$ cat src/rtl/posit_packer_pkg.sv
// Shared posit constants, widths and FSM encoding for the posit packer.
package posit_packer_pkg;

    localparam int unsigned N         = 32;
    localparam int unsigned ES        = 3;
    localparam int unsigned K_BITS    = 6;
    localparam int unsigned MAX_BITS  = ES + K_BITS;
    localparam int unsigned FRAC_BITS = N - 3 - ES;

    localparam int EXP_MAX = (1 << MAX_BITS) - 1;
    localparam int EXP_MIN = -(1 << MAX_BITS);

    typedef enum logic [1:0] {
        ST_IDLE  = 2'd0,
        ST_SPLIT = 2'd1,
        ST_PACK  = 2'd2,
        ST_DONE  = 2'd3
    } state_e;

    localparam logic [N-1:0] NAR_WORD    = {1'b1, {(N-1){1'b0}}};
    localparam logic [N-1:0] MAXPOS_WORD = {1'b0, {(N-1){1'b1}}};
    localparam logic [N-1:0] MINPOS_WORD = N'(1);

endpackage

$ cat src/rtl/posit_packer_if.sv
// Request/result bundle between a posit packer and its producer/consumer.
interface posit_packer_if #(
    parameter int unsigned N         = posit_packer_pkg::N,
    parameter int unsigned MAX_BITS  = posit_packer_pkg::MAX_BITS,
    parameter int unsigned FRAC_BITS = posit_packer_pkg::FRAC_BITS
);
    logic                        start;
    logic signed [MAX_BITS:0]    exp_raw;
    logic [FRAC_BITS-1:0]        frac_in;
    logic                        sign_in;
    logic                        NaR_in;
    logic                        zero_in;
    logic                        valid_out;
    logic [N-1:0]                posit_out;
    logic                        done;

    modport master (
        output start, exp_raw, frac_in, sign_in, NaR_in, zero_in, valid_out,
        input  posit_out, done
    );

    modport slave (
        input  start, exp_raw, frac_in, sign_in, NaR_in, zero_in, valid_out,
        output posit_out, done
    );
endinterface

$ cat src/rtl/posit_packer_regime_encoder.sv
// Combinational posit body builder: regime run, exponent, fraction, with
// saturation to maxpos/minpos magnitude when the regime does not fit.
module regime_encoder #(
    parameter int unsigned N         = posit_packer_pkg::N,
    parameter int unsigned ES        = posit_packer_pkg::ES,
    parameter int unsigned MAX_BITS  = posit_packer_pkg::MAX_BITS,
    parameter int unsigned FRAC_BITS = posit_packer_pkg::FRAC_BITS
) (
    input  logic signed [MAX_BITS:0] i_k,
    input  logic [ES-1:0]            i_e,
    input  logic [FRAC_BITS-1:0]     i_frac,
    output logic [N-2:0]             o_body
);
    localparam int unsigned PAD = N - 2 - ES - FRAC_BITS;
    localparam logic signed [MAX_BITS:0] K_HI = (MAX_BITS+1)'(N - 2);
    localparam logic signed [MAX_BITS:0] K_LO = (MAX_BITS+1)'(-(int'(N) - 1));

    logic               w_r;
    logic [MAX_BITS:0]  w_run;
    logic [N-2:0]       w_term;
    logic [N-2:0]       w_fill;

    // Terminator + tail pre-aligned at the MSB, then pushed right by the run length.
    always_comb begin
        w_r    = ~i_k[MAX_BITS];
        w_run  = w_r ? ($unsigned(i_k) + (MAX_BITS+1)'(1)) : $unsigned(-i_k);
        w_term = {~w_r, i_e, i_frac, {PAD{1'b0}}};
        w_fill = w_r ? ~({(N-1){1'b1}} >> w_run) : '0;
        o_body = (w_term >> w_run) | w_fill;
        if (i_k >= K_HI) begin
            o_body = '1;
        end else if (i_k <= K_LO) begin
            o_body = (N-1)'(1);
        end
    end

endmodule

$ cat src/rtl/posit_packer.sv
// Multi-cycle posit packer: latches operands, splits the exponent into
// regime/exponent, encodes the body and applies sign/special-value handling.
module posit_packer
    import posit_packer_pkg::*;
#(
    parameter int unsigned N         = posit_packer_pkg::N,
    parameter int unsigned ES        = posit_packer_pkg::ES,
    parameter int unsigned K_BITS    = posit_packer_pkg::K_BITS,
    parameter int unsigned MAX_BITS  = ES + K_BITS,
    parameter int unsigned FRAC_BITS = N - 3 - ES
) (
    input  logic           clk,
    input  logic           rst_n,
    posit_packer_if.slave  bus
);
    localparam logic [N-1:0] NAR_W = {1'b1, {(N-1){1'b0}}};

    state_e                   r_state;
    state_e                   w_next;
    logic                     w_latch;
    logic                     w_split;
    logic                     w_load;
    logic                     w_ack;

    logic signed [MAX_BITS:0] r_exp;
    logic signed [MAX_BITS:0] r_k;
    logic [ES-1:0]            r_e;
    logic [FRAC_BITS-1:0]     r_frac;
    logic                     r_sign;
    logic                     r_nar;
    logic                     r_zero;

    logic [N-2:0]             w_body;
    logic [N-1:0]             w_mag;
    logic [N-1:0]             w_word;
    logic [N-1:0]             r_posit;
    logic                     r_done;

    always_ff @(posedge clk or negedge rst_n) begin
        if (!rst_n) begin
            r_state <= ST_IDLE;
        end else begin
            r_state <= w_next;
        end
    end

    always_comb begin
        w_next = r_state;
        case (r_state)
            ST_IDLE:  if (bus.start)     w_next = ST_SPLIT;
            ST_SPLIT:                    w_next = ST_PACK;
            ST_PACK:                     w_next = ST_DONE;
            ST_DONE:  if (bus.valid_out) w_next = ST_IDLE;
            default:                     w_next = ST_IDLE;
        endcase
    end

    always_comb begin
        w_latch = 1'b0;
        w_split = 1'b0;
        w_load  = 1'b0;
        w_ack   = 1'b0;
        case (r_state)
            ST_IDLE:  w_latch = bus.start;
            ST_SPLIT: w_split = 1'b1;
            ST_PACK:  w_load  = 1'b1;
            ST_DONE:  w_ack   = bus.valid_out;
            default:  ;
        endcase
    end

    // Operand capture, then floor split of the combined exponent.
    always_ff @(posedge clk or negedge rst_n) begin
        if (!rst_n) begin
            r_exp  <= '0;
            r_frac <= '0;
            r_sign <= 1'b0;
            r_nar  <= 1'b0;
            r_zero <= 1'b0;
            r_k    <= '0;
            r_e    <= '0;
        end else begin
            if (w_latch) begin
                r_exp  <= bus.exp_raw;
                r_frac <= bus.frac_in;
                r_sign <= bus.sign_in;
                r_nar  <= bus.NaR_in;
                r_zero <= bus.zero_in;
            end
            if (w_split) begin
                r_k <= r_exp >>> ES;
                r_e <= r_exp[ES-1:0];
            end
        end
    end

    regime_encoder #(
        .N         (N),
        .ES        (ES),
        .MAX_BITS  (MAX_BITS),
        .FRAC_BITS (FRAC_BITS)
    ) u_regime_encoder (
        .i_k    (r_k),
        .i_e    (r_e),
        .i_frac (r_frac),
        .o_body (w_body)
    );

    // NaR beats zero beats the signed magnitude; sign is irrelevant for specials.
    always_comb begin
        w_mag  = {1'b0, w_body};
        w_word = w_mag;
        if (r_nar) begin
            w_word = NAR_W;
        end else if (r_zero) begin
            w_word = '0;
        end else if (r_sign) begin
            w_word = ~w_mag + N'(1);
        end
    end

    always_ff @(posedge clk or negedge rst_n) begin
        if (!rst_n) begin
            r_posit <= '0;
            r_done  <= 1'b0;
        end else if (w_load) begin
            r_posit <= w_word;
            r_done  <= 1'b1;
        end else if (w_ack) begin
            r_done  <= 1'b0;
        end
    end

    assign bus.posit_out = r_posit;
    assign bus.done      = r_done;

endmodule

$ cat src/flat_wrapper.sv
// flat-port wrapper written by rule: the top's interface ports become plain ports
module posit_packer_flat import posit_packer_pkg::*;
#(
    parameter int unsigned N         = posit_packer_pkg::N,
    parameter int unsigned ES        = posit_packer_pkg::ES,
    parameter int unsigned K_BITS    = posit_packer_pkg::K_BITS,
    parameter int unsigned MAX_BITS  = ES + K_BITS,
    parameter int unsigned FRAC_BITS = N - 3 - ES
)
  (clk, rst_n, bus_start, bus_exp_raw, bus_frac_in, bus_sign_in, bus_NaR_in, bus_zero_in, bus_valid_out, bus_posit_out, bus_done);
  posit_packer_if #(.N(N), .MAX_BITS(MAX_BITS), .FRAC_BITS(FRAC_BITS)) bus_i ();
  input  logic clk;
  input  logic rst_n;
  input wire logic [$bits(bus_i.start)-1:0] bus_start;
  input wire logic [$bits(bus_i.exp_raw)-1:0] bus_exp_raw;
  input wire logic [$bits(bus_i.frac_in)-1:0] bus_frac_in;
  input wire logic [$bits(bus_i.sign_in)-1:0] bus_sign_in;
  input wire logic [$bits(bus_i.NaR_in)-1:0] bus_NaR_in;
  input wire logic [$bits(bus_i.zero_in)-1:0] bus_zero_in;
  input wire logic [$bits(bus_i.valid_out)-1:0] bus_valid_out;
  output wire logic [$bits(bus_i.posit_out)-1:0] bus_posit_out;
  output wire logic [$bits(bus_i.done)-1:0] bus_done;
  assign bus_i.start = bus_start;
  assign bus_i.exp_raw = bus_exp_raw;
  assign bus_i.frac_in = bus_frac_in;
  assign bus_i.sign_in = bus_sign_in;
  assign bus_i.NaR_in = bus_NaR_in;
  assign bus_i.zero_in = bus_zero_in;
  assign bus_i.valid_out = bus_valid_out;
  assign bus_posit_out = bus_i.posit_out;
  assign bus_done = bus_i.done;
  posit_packer #(.N(N), .ES(ES), .K_BITS(K_BITS), .MAX_BITS(MAX_BITS), .FRAC_BITS(FRAC_BITS)) u_core (.clk(clk), .rst_n(rst_n), .bus(bus_i));
endmodule
$ cat config.mk
export PLATFORM = sky130hd
export DESIGN_NAME = posit_packer_flat
export DESIGN_NICKNAME = d
export VERILOG_FILES = /design/src/rtl/posit_packer_pkg.sv /design/src/rtl/posit_packer_if.sv /design/src/rtl/posit_packer_regime_encoder.sv /design/src/rtl/posit_packer.sv /design/src/flat_wrapper.sv
export SDC_FILE = /design/constraint.sdc
export NUM_CORES = 1
export LEC_CHECK = 0
export ABC_AREA = 1
export BUFFER_PORTS_ARGS = -buffer_cell sky130_fd_sc_hd__buf_2
export CAP_MARGIN = 20
export CORE_UTILIZATION = 50
export CTS_CLUSTER_SIZE = 10
export DETAILED_ROUTE_END_ITERATION = 8
export PLACE_DENSITY_LB_ADDON = 0.05
export SLEW_MARGIN = 15
export SYNTH_ARGS = -nofsm -noshare
export SYNTH_HDL_FRONTEND = slang
export SYNTH_SLANG_ARGS = --single-unit
export TNS_END_PERCENT = 20
$ cat constraint.sdc
create_clock -name clk -period 3.8 [get_ports clk]
set_input_delay 0.38 -clock clk [delete_from_list [all_inputs] [get_ports clk]]
set_output_delay 0.38 -clock clk [all_outputs]
set_load 0.02 [all_outputs]
==> results_dict.tcl, run 1 <==
set metrics [dict create \
    outcome "finished, final reports clean" \
    hold_slack_ns 0.0721 \
    cap_violations 0 \
    grt_overflow 0 \
    fp-row-count 42 \
    reg2reg_depth 27 \
    finalCritPeriodShare 0.916 \
    hold_viol 0 \
    grt_pass1_vias 6642 \
    slew_headroom 0.355 \
    setup_viol 0 \
    use_met2 0.468 \
    die_y_um 120 \
    syn_inst 1043 \
    grt_use_total 0.299 \
    r2r_slack_ns 0.32 \
    multiInputGateArea_um2 4300 \
    fillers 1361 \
    gr-usage-met1 0.422 \
    fmax_mhz 287 \
    core_area_um2 13400 \
    grt_max_degree 85 \
    worstPathMaxFanout 43 \
    vias 7224 \
    layout-drive-gt1-share 0.187 \
    skew_ns 0.00934 \
    path_class "flip-flop to flip-flop" \
    layout.area.seq_um2 2100 \
    cts_tree "done" \
    min_path_type "input port to async pin" \
    port_buffers 75 \
    dp_hpwl_mm 15.2 \
    routed_via_density 5.67 \
    reg2reg_from "u_core.r_k[3]" \
    crit_arrival_ns 3.73 \
    clk_path_buf_depth 2 \
    drv_slew 0 \
    avgSynthCellArea_um2 6.66 \
    worst_slack_ns 0.321 \
    use_met3 0.0518 \
    ios 76 \
    post-route-min-period_ns 3.48 \
    drc 0 \
    syn_nets 1096 \
    ys_seq_area_frac 0.303 \
    ant_nets 0 \
    synth_edf_count 0 \
    finalWirelength_mm 20.5 \
    top_usage_layer "met2" \
    yosysWarnings 0 \
    area_delta_synth_final_pct 12.2 \
    cts.sinks 84 \
    endpoint_kind "flip-flop" \
    cts_made_buffers 9 \
    place_congestion 0.953 \
    ys_async_sr_fraction 1.00 \
    clk_pin_slew_ns 0.06 \
    diodes 0 \
    rsz0062_at_grt "true" \
    ys_types 37 \
    die_area_um2 14400 \
    drtPass1Iterations 7 \
    drt-wirelength-per-cell_um 16.1 \
    antenna_found_initial 0 \
    synthFlopType "dfrtp_1" \
    cp-start-kind "flip-flop" \
    ys_ff_latch 84 \
    synthesis.area_um2 6950 \
    cts_root_buf "clkbuf_16" \
    initial_core_util 0.518 \
    clkLatencyLatePin_ns 0.36 \
    detail_route.iter0.violations 817 \
    die_w_um 120 \
    htreeDepth 3 \
    grt_pass1_wl_mm 33.8 \
    r2r_end "u_core.bus.posit_out[12]" \
    ctsHoldBuffers 0 \
    cp.required_ns 4.05 \
    place_ws_ns 0.106 \
    max_slew.worst_pin.slew_ns 0.965 \
    fin_nets 1148 \
]
==> metrics by stage <==
step | instances | util | cell area (µm²) | setup TNS, ns
2_1_floorplan | 1043 | - | 6950 | 0
3_3_place_gp | 1257 | 0.551 | 7380 | 0
3_5_place_dp | 1257 | 0.551 | 7380 | 0
4_1_cts | 1272 | 0.576 | 7720 | 0
5_1_grt | 1275 | 0.582 | 7790 | -0.0380
6_report | 1275 | 0.582 | 7790 | 0
==> cell type report <==
cell class                      instances  area share
Clock buffer                           11      0.0311
Tap cell                              176      0.0283
Timing Repair Buffer                   99      0.0753
Sequential cell                        84       0.270
Inverter                               64      0.0315
Clock inverter                          4      0.0125
Multi-Input combinational cell        837       0.552
==> per-layer routing <==
metal	vias up	part of all wire
li1	3629	-
met1	3317	0.47
met2	243	0.45
met3	35	0.060
met4	0	0.022
met5	-	0
==> worst max-delay path, cell delays in order, from the launching register on <==
cell and delay (ns):
dfrtp_1 0.62, nand3_2 0.17, nor2_2 0.18, nor2_4 0.06, buf_12 0.17, nand2_1 0.10
inv_1 0.06, nand2_1 0.05, nand3_1 0.12, nand2_1 0.11, nand2_1 0.07, nand2_1 0.08
nand2_1 0.06, nand3_1 0.12, nand2_1 0.11, inv_1 0.10, ha_1 0.16, inv_1 0.06
nor2_1 0.09, nand2_1 0.11, nor2_4 0.25, inv_2 0.07, nor2_2 0.11, nand3_1 0.10
nand2_1 0.08, nand2_1 0.05, nand3_1 0.06, nand2_1 0.05
==> sequential cells by signal (all words and copies together) (netlist names) <==
name,cells
u_core.r_sign,1
u_core.bus.done,1
u_core.r_zero,1
u_core.r_e,3
u_core.r_k,7
u_core.bus.posit_out,32
u_core.r_state,2
u_core.r_frac,26
u_core.r_exp,10
u_core.r_nar,1
==> logic make-up after synthesis <==
kind of cell | synth area share
buf+inv | 0.0865
xor+xnor | 0.00126
compound gates | 0.0890
simple gates | 0.444
flops | 0.303
mux | 0.0584
fa+ha+maj | 0.0180
==> synth_stat cells, types with 14 or more instances <==
master / count / area [µm²]
buf_2: 18 / 90.1
o21ai_1: 20 / 100
dfrtp_1: 84 / 2100
inv_1: 53 / 199
clkbuf_1: 14 / 52.6
nand4_1: 29 / 181
a21oi_1: 36 / 180
nor2_1: 64 / 240
nand3_1: 247 / 1240
nand2_1: 285 / 1070
mux2_2: 36 / 405
o21ai_0: 49 / 245
==> cells in the final DEF (no fill, tap or decap), types with 2 or more instances in the layout <==
cell type / netlist / routed
buf_2: 18 / 74
nand3_2: 5 / 4
o31ai_1: 2 / 2
inv_4: 0 / 2
nand4_1: 29 / 29
o21ai_1: 20 / 20
o211ai_1: 5 / 5
nand3_1: 247 / 247
nor3_1: 6 / 5
mux2_2: 36 / 36
inv_2: 9 / 7
dfrtp_1: 84 / 83
bufinv_16: 0 / 3
nor2_1: 64 / 62
nor2_4: 5 / 6
clkbuf_16: 0 / 9
clkinv_1: 2 / 2
nand2_1: 285 / 281
ha_1: 10 / 9
nor2_2: 12 / 13
buf_4: 7 / 22
and2_1: 2 / 2
o21ai_0: 49 / 49
nand3b_1: 2 / 2
buf_12: 0 / 2
a21oi_1: 36 / 36
nand2_4: 1 / 4
inv_1: 53 / 53
nand2_2: 11 / 13
==> worst max path at each step <==
stage,start,end,slack [ns],depth (start not counted)
after global placement,u_core.r_k[1],u_core.bus.posit_out[12],0.20,28
after global routing,u_core.r_k[1],u_core.bus.posit_out[12],-0.03,29
after detailed placement,u_core.r_k[1],u_core.bus.posit_out[30],0.11,26
final,u_core.r_k[3],u_core.bus.posit_out[12],0.32,27
after floorplan,u_core.r_k[0],u_core.bus.posit_out[12],0.63,27
after CTS,u_core.r_k[1],u_core.bus.posit_out[12],0.08,28
==> timing repair <==
| item | 4_1_cts | 5_1_grt |
|---|---|---|
| setup endpoints to repair | 0 | 23 |
| gates resized for setup | 0 | 16 |
| buffers inserted | 0 | 2 |
Power of run 1 is left out: the tool's default activity adds up to more than one toggle a clock period on the data nets, which glitch-free logic cannot reach.
==> inputs of run 2 (changes only) <==
- CORE_ASPECT_RATIO: unset -> 0.9
- PLACE_DENSITY: unset -> 0.82
- PLACE_DENSITY_LB_ADDON: 0.05 -> unset
- clock period: 3.8 -> 3.2 ns (I/O delays scaled with it)
==> run 2 against run 1 <==
Net effect: the run now ends with hold timing, setup timing left; die area about the same; wire length grew 8.4%; clock skew about the same.
==> results_dict.tcl, run 2 (same netlist as run 1, synthesis figures left out) <==
set metrics [dict create \
    outcome "complete, but fails checks" \
    violations "hold timing, setup timing" \
    max_slew.worst_pin.slew_ns 0.762 \
    htreeDepth 3 \
    finalCritPeriodShare 1.04 \
    routed_via_density 5.91 \
    clk_path_buf_depth 2 \
    ant_nets 0 \
    cts_root_buf "clkbuf_16" \
    cap_violations 0 \
    core_area_um2 13500 \
    skew_ns 0.00884 \
    vias 8015 \
    grt_pass1_vias 7040 \
    path_cells "buf_6 -> ha_4 -> o21ai_0 -> nand2_1 -> nand2_4 -> inv_8 -> buf_6 -> buf_4 -> buf_4 -> nand3_1 -> nand3_1 -> nand3_1 -> nand3_2 -> nor2_2 -> nand2_2 -> nor2_4 -> nand3_4 -> nand2_4 -> nand4_1 -> nand3_1 -> nand2_1" \
    fin_nets 1236 \
    rsz0062_at_grt "true" \
    path_class "flip-flop to flip-flop" \
    die_w_um 126 \
    setup_tns_ns -0.823 \
    worst_slack_ns -0.131 \
    fillers 1189 \
    drv_slew 0 \
    grt_overflow 0 \
    mostFrequentLayoutCells "nand2_1, nand3_1, buf_4" \
    layout-drive-gt1-share 0.297 \
    multiInputGateArea_um2 4590 \
    endpoint_kind "flip-flop" \
    clk_pin_slew_ns 0.07 \
    largest_reg_flops 32 \
    crit_arrival_ns 3.57 \
    grt_use_total 0.300 \
    slew_headroom 0.492 \
    detail_route.iter0.violations 991 \
    cp-start-kind "flip-flop" \
    fmax_mhz 300 \
    max_stage_delay_ns 0.43 \
    place_congestion 0.979 \
    cts.sinks 84 \
    hold_slack_ns -0.0105 \
    post-route-min-period_ns 3.33 \
    cts_made_buffers 9 \
    port_buffers 75 \
    cpMostUsedCell "nand3_1" \
    grt_max_degree 85 \
    setup_viol 14 \
    min_path_type "input port to async pin" \
    dpl_cell_area_um2 7880 \
    ios 76 \
    worstPathMaxFanout 8 \
    cts_tree "done" \
    diodes 0 \
    initial_core_util 0.516 \
    hold_viol 18 \
    die_y_um 114 \
    fp-row-count 40 \
    crit_slowest_cell "dfrtp_2" \
    cp.required_ns 3.44 \
    clkLatencyLatePin_ns 0.36 \
    grt_pass1_wl_mm 34.4 \
    antenna_found_initial 0 \
    stdcell_area_um2 8920 \
    dp_hpwl_mm 15.3 \
    dp_cells 1307 \
    layout.area.seq_um2 2110 \
    die_area_um2 14400 \
    area_delta_synth_final_pct 28.4 \
    drc 0 \
    final_common_cell "nand2_1" \
    drtPass1Iterations 8 \
    final_cells 1356 \
    drt-wirelength-per-cell_um 16.4 \
    finalWirelength_mm 22.2 \
    ctsHoldBuffers 0 \
]
[run 2: final timing paths]
kind	depth (start not counted)	from	endpoint	slack [ns]
worst max-delay path	21	u_core.r_k[1]	u_core.bus.posit_out[26]	-0.13
worst min-delay path	1	rst_n	u_core.r_frac[23]	-0.01
worst max register to register	21	u_core.r_k[1]	u_core.bus.posit_out[26]	-0.13
worst min register to register	2	u_core.bus.posit_out[28]	u_core.bus.posit_out[28]	0.47
max in group asynchronous	1	rst_n	u_core.r_k[0]	2.61
min in group clk	2	bus_frac_in[25]	u_core.r_frac[25]	0.19
[run 2: repair_timing]
item,CTS,global route
setup buffers,9,17
endpoints found under the setup margin,7,29
pin swaps,13,31
gates resized for setup,30,72
cloned,1,6
[run 2: cell type report]
cell class	instances	share of cell area
clock buffer	11	0.0283
multi-input combinational	838	0.515
sequential	84	0.236
clock inverter	5	0.00674
timing repair buffer	186	0.161
tap	168	0.0236
inverter	64	0.0286
[run 2: metrics by stage]
step           hold slack (ns)   util  worst slack [ns]
5_1_grt                 0.0908  0.662            -0.343
6_report               -0.0105  0.662            -0.131
2_1_floorplan           0.0244      -            0.0274
3_3_place_gp             0.455  0.585            0.0646
3_5_place_dp             0.461  0.585           -0.0262
4_1_cts                  0.179  0.625          0.000917
[run 2: metal layers]
metal / wire [µm] / vias up / GRT usage
met2: 9990 / 411 / 0.472
met3: 1850 / 83 / 0.0521
met5: 0 / - / 0
met1: 9590 / 3697 / 0.407
li1: - / 3824 / -
met4: 783 / 0 / 0.128
[run 2: worst max-delay path: cells and delay by family, from the launching register on]
kind	cells	cell delay [ns]
adder cells (fa/ha/maj)	1	0.17
AND/OR/NAND/NOR	14	1.83
AO/OA/AOI/OAI	1	0.17
flip-flops	1	0.43
buffers and inverters	5	0.59
Power of run 2 is left out for the same reason.
==> inputs of run 3 (changes only) <==
- PLACE_DENSITY: 0.82 -> 0.72
==> run 3 against run 2 <==
Net effect: the run now ends clean; final cell count is 1.1% lower; worst hold slack improved by 0.030 ns; first-iteration DRC count down 32%; sequential share of layout area rose by 0.40 points; non-clock buffer count decreased by 13; register-to-register slack improved by 0.13 ns; design area decreased by 1.6%; via count decreased by 5.4%; core utilization decreased by 1.1 points.
==> results_dict.tcl, run 3 (same netlist as run 1, synthesis figures left out) <==
set metrics [dict create \
    fillers 1242 \
    cp.required_ns 3.45 \
    dpl_cell_area_um2 7930 \
    hold_viol 0 \
    path_class "flip-flop to flip-flop" \
    mostFrequentLayoutCells "nand2_1, nand3_1, buf_4" \
    area_delta_synth_final_pct 26.3 \
    clkLatencyLatePin_ns 0.35 \
    ant_nets 0 \
    grt_use_total 0.292 \
    drtPass1Iterations 6 \
    hold_slack_ns 0.0195 \
    drv_slew 0 \
    core_area_um2 13500 \
    antenna_found_initial 0 \
    setup_viol 0 \
    grt_max_degree 85 \
    largest_reg_flops 32 \
    final_common_cell "nand2_1" \
    htreeDepth 3 \
    place_ws_ns -0.0374 \
    reg2reg_depth 23 \
    grt_pass1_vias 6910 \
    ctsHoldBuffers 0 \
    fmax_mhz 313 \
    fin_nets 1221 \
    cts_tree "done" \
    worstPathMaxFanout 5 \
    finalWirelength_mm 20.7 \
    fp-row-count 40 \
    drc 0 \
    min_path_type "input port to async pin" \
    cp-start-kind "flip-flop" \
    clk_pin_slew_ns 0.06 \
    clk_path_buf_depth 2 \
    grt_overflow 0 \
    place_congestion 0.998 \
    max_slew.worst_pin.slew_ns 0.916 \
    cts_root_buf "clkbuf_16" \
    outcome "finished, final reports clean" \
    post-route-min-period_ns 3.20 \
    port_buffers 75 \
    diodes 0 \
    cap_violations 0 \
    rsz0062_at_grt "true" \
    ios 76 \
    worst_slack_ns 0.0000300 \
    cts_made_buffers 9 \
    skew_ns 0.00638 \
    cts.sinks 84 \
    routed_via_density 5.65 \
    die_w_um 126 \
    crit_arrival_ns 3.45 \
    detail_route.iter0.violations 672 \
    endpoint_kind "flip-flop" \
    drt-wirelength-per-cell_um 15.4 \
    die_y_um 114 \
    die_area_um2 14400 \
    dp_hpwl_mm 15.3 \
    finalCritPeriodShare 1.00 \
    layout-drive-gt1-share 0.301 \
    stdcell_area_um2 8770 \
    final_util 0.652 \
    grt_pass1_wl_mm 33.6 \
    slew_headroom 0.387 \
    initial_core_util 0.516 \
    vias 7580 \
]
run 3: cell count changes in the layout (fill, tap and decap cells not counted), sizes merged:
cell / previous run / this run
clkbuf: 15 / 13
clkinvlp: 1 / 3
buf: 182 / 171
clkinv: 5 / 3
nand2: 299 / 297
run 3: timing repair:
action | in CTS | in global routing
pin swaps | 3 | 28
endpoints found under the setup margin | 7 | 28
resized for setup | 13 | 95
setup buffers | 3 | 7
gates cloned | 0 | 2
run 3: final cells by class:
| cell class | instances | area [µm²] | area share |
|---|---|---|---|
| clock inverters | 5 | 61.3 | 0.00699 |
| repair buffers | 173 | 1260 | 0.144 |
| clock buffers | 11 | 243 | 0.0277 |
| inverters | 64 | 245 | 0.0280 |
| flip-flops and latches | 84 | 2110 | 0.240 |
| well taps | 168 | 210 | 0.0240 |
| multi-input cells | 836 | 4640 | 0.529 |
run 3: critical path, stage by stage, from the launching register on:
cell	delay, ns
dfrtp_2	0.45
buf_4	0.15
buf_4	0.13
ha_1	0.17
o211ai_1	0.26
nand2_1	0.17
inv_1	0.11
nor2_1	0.05
inv_1	0.07
nand2_1	0.04
nand3b_1	0.19
nor2_2	0.18
ha_4	0.15
inv_2	0.04
nor2_2	0.10
nand2_2	0.09
nor2_4	0.22
inv_2	0.08
nor2_4	0.13
nand3_2	0.09
nand2_1	0.06
nand2_1	0.05
nand3_1	0.06
nand2_1	0.05
run 3: path summary, 6_finish.rpt:
| path | startpoint | endpoint | slack, ns |
|---|---|---|---|
| min in group clk | bus_NaR_in | u_core.r_nar | 0.20 |
| max | u_core.r_k[1] | u_core.bus.posit_out[12] | 0.00003 |
| min reg2reg | u_core.bus.posit_out[26] | u_core.bus.posit_out[26] | 0.48 |
| min | rst_n | u_core.r_frac[12] | 0.02 |
| max reg2reg | u_core.r_k[1] | u_core.bus.posit_out[12] | 0.00003 |
| max in group asynchronous | rst_n | u_core.r_k[4] | 2.62 |
run 3: through the flow:
step,std cells,TNS (ns)
6_report,1341,0
5_1_grt,1341,-3.20
3_3_place_gp,1313,0
2_1_floorplan,1043,0
4_1_cts,1332,0
3_5_place_dp,1313,-0.140
run 3: metal layers:
metal | track usage | vias to the layer above | wire [µm]
met2 | 0.472 | 284 | 9370
met3 | 0.0492 | 46 | 1370
met5 | 0 | - | 0
met4 | 0.103 | 0 | 494
met1 | 0.394 | 3472 | 9430
li1 | - | 3778 | -
Power of run 3 is left out for the same reason.
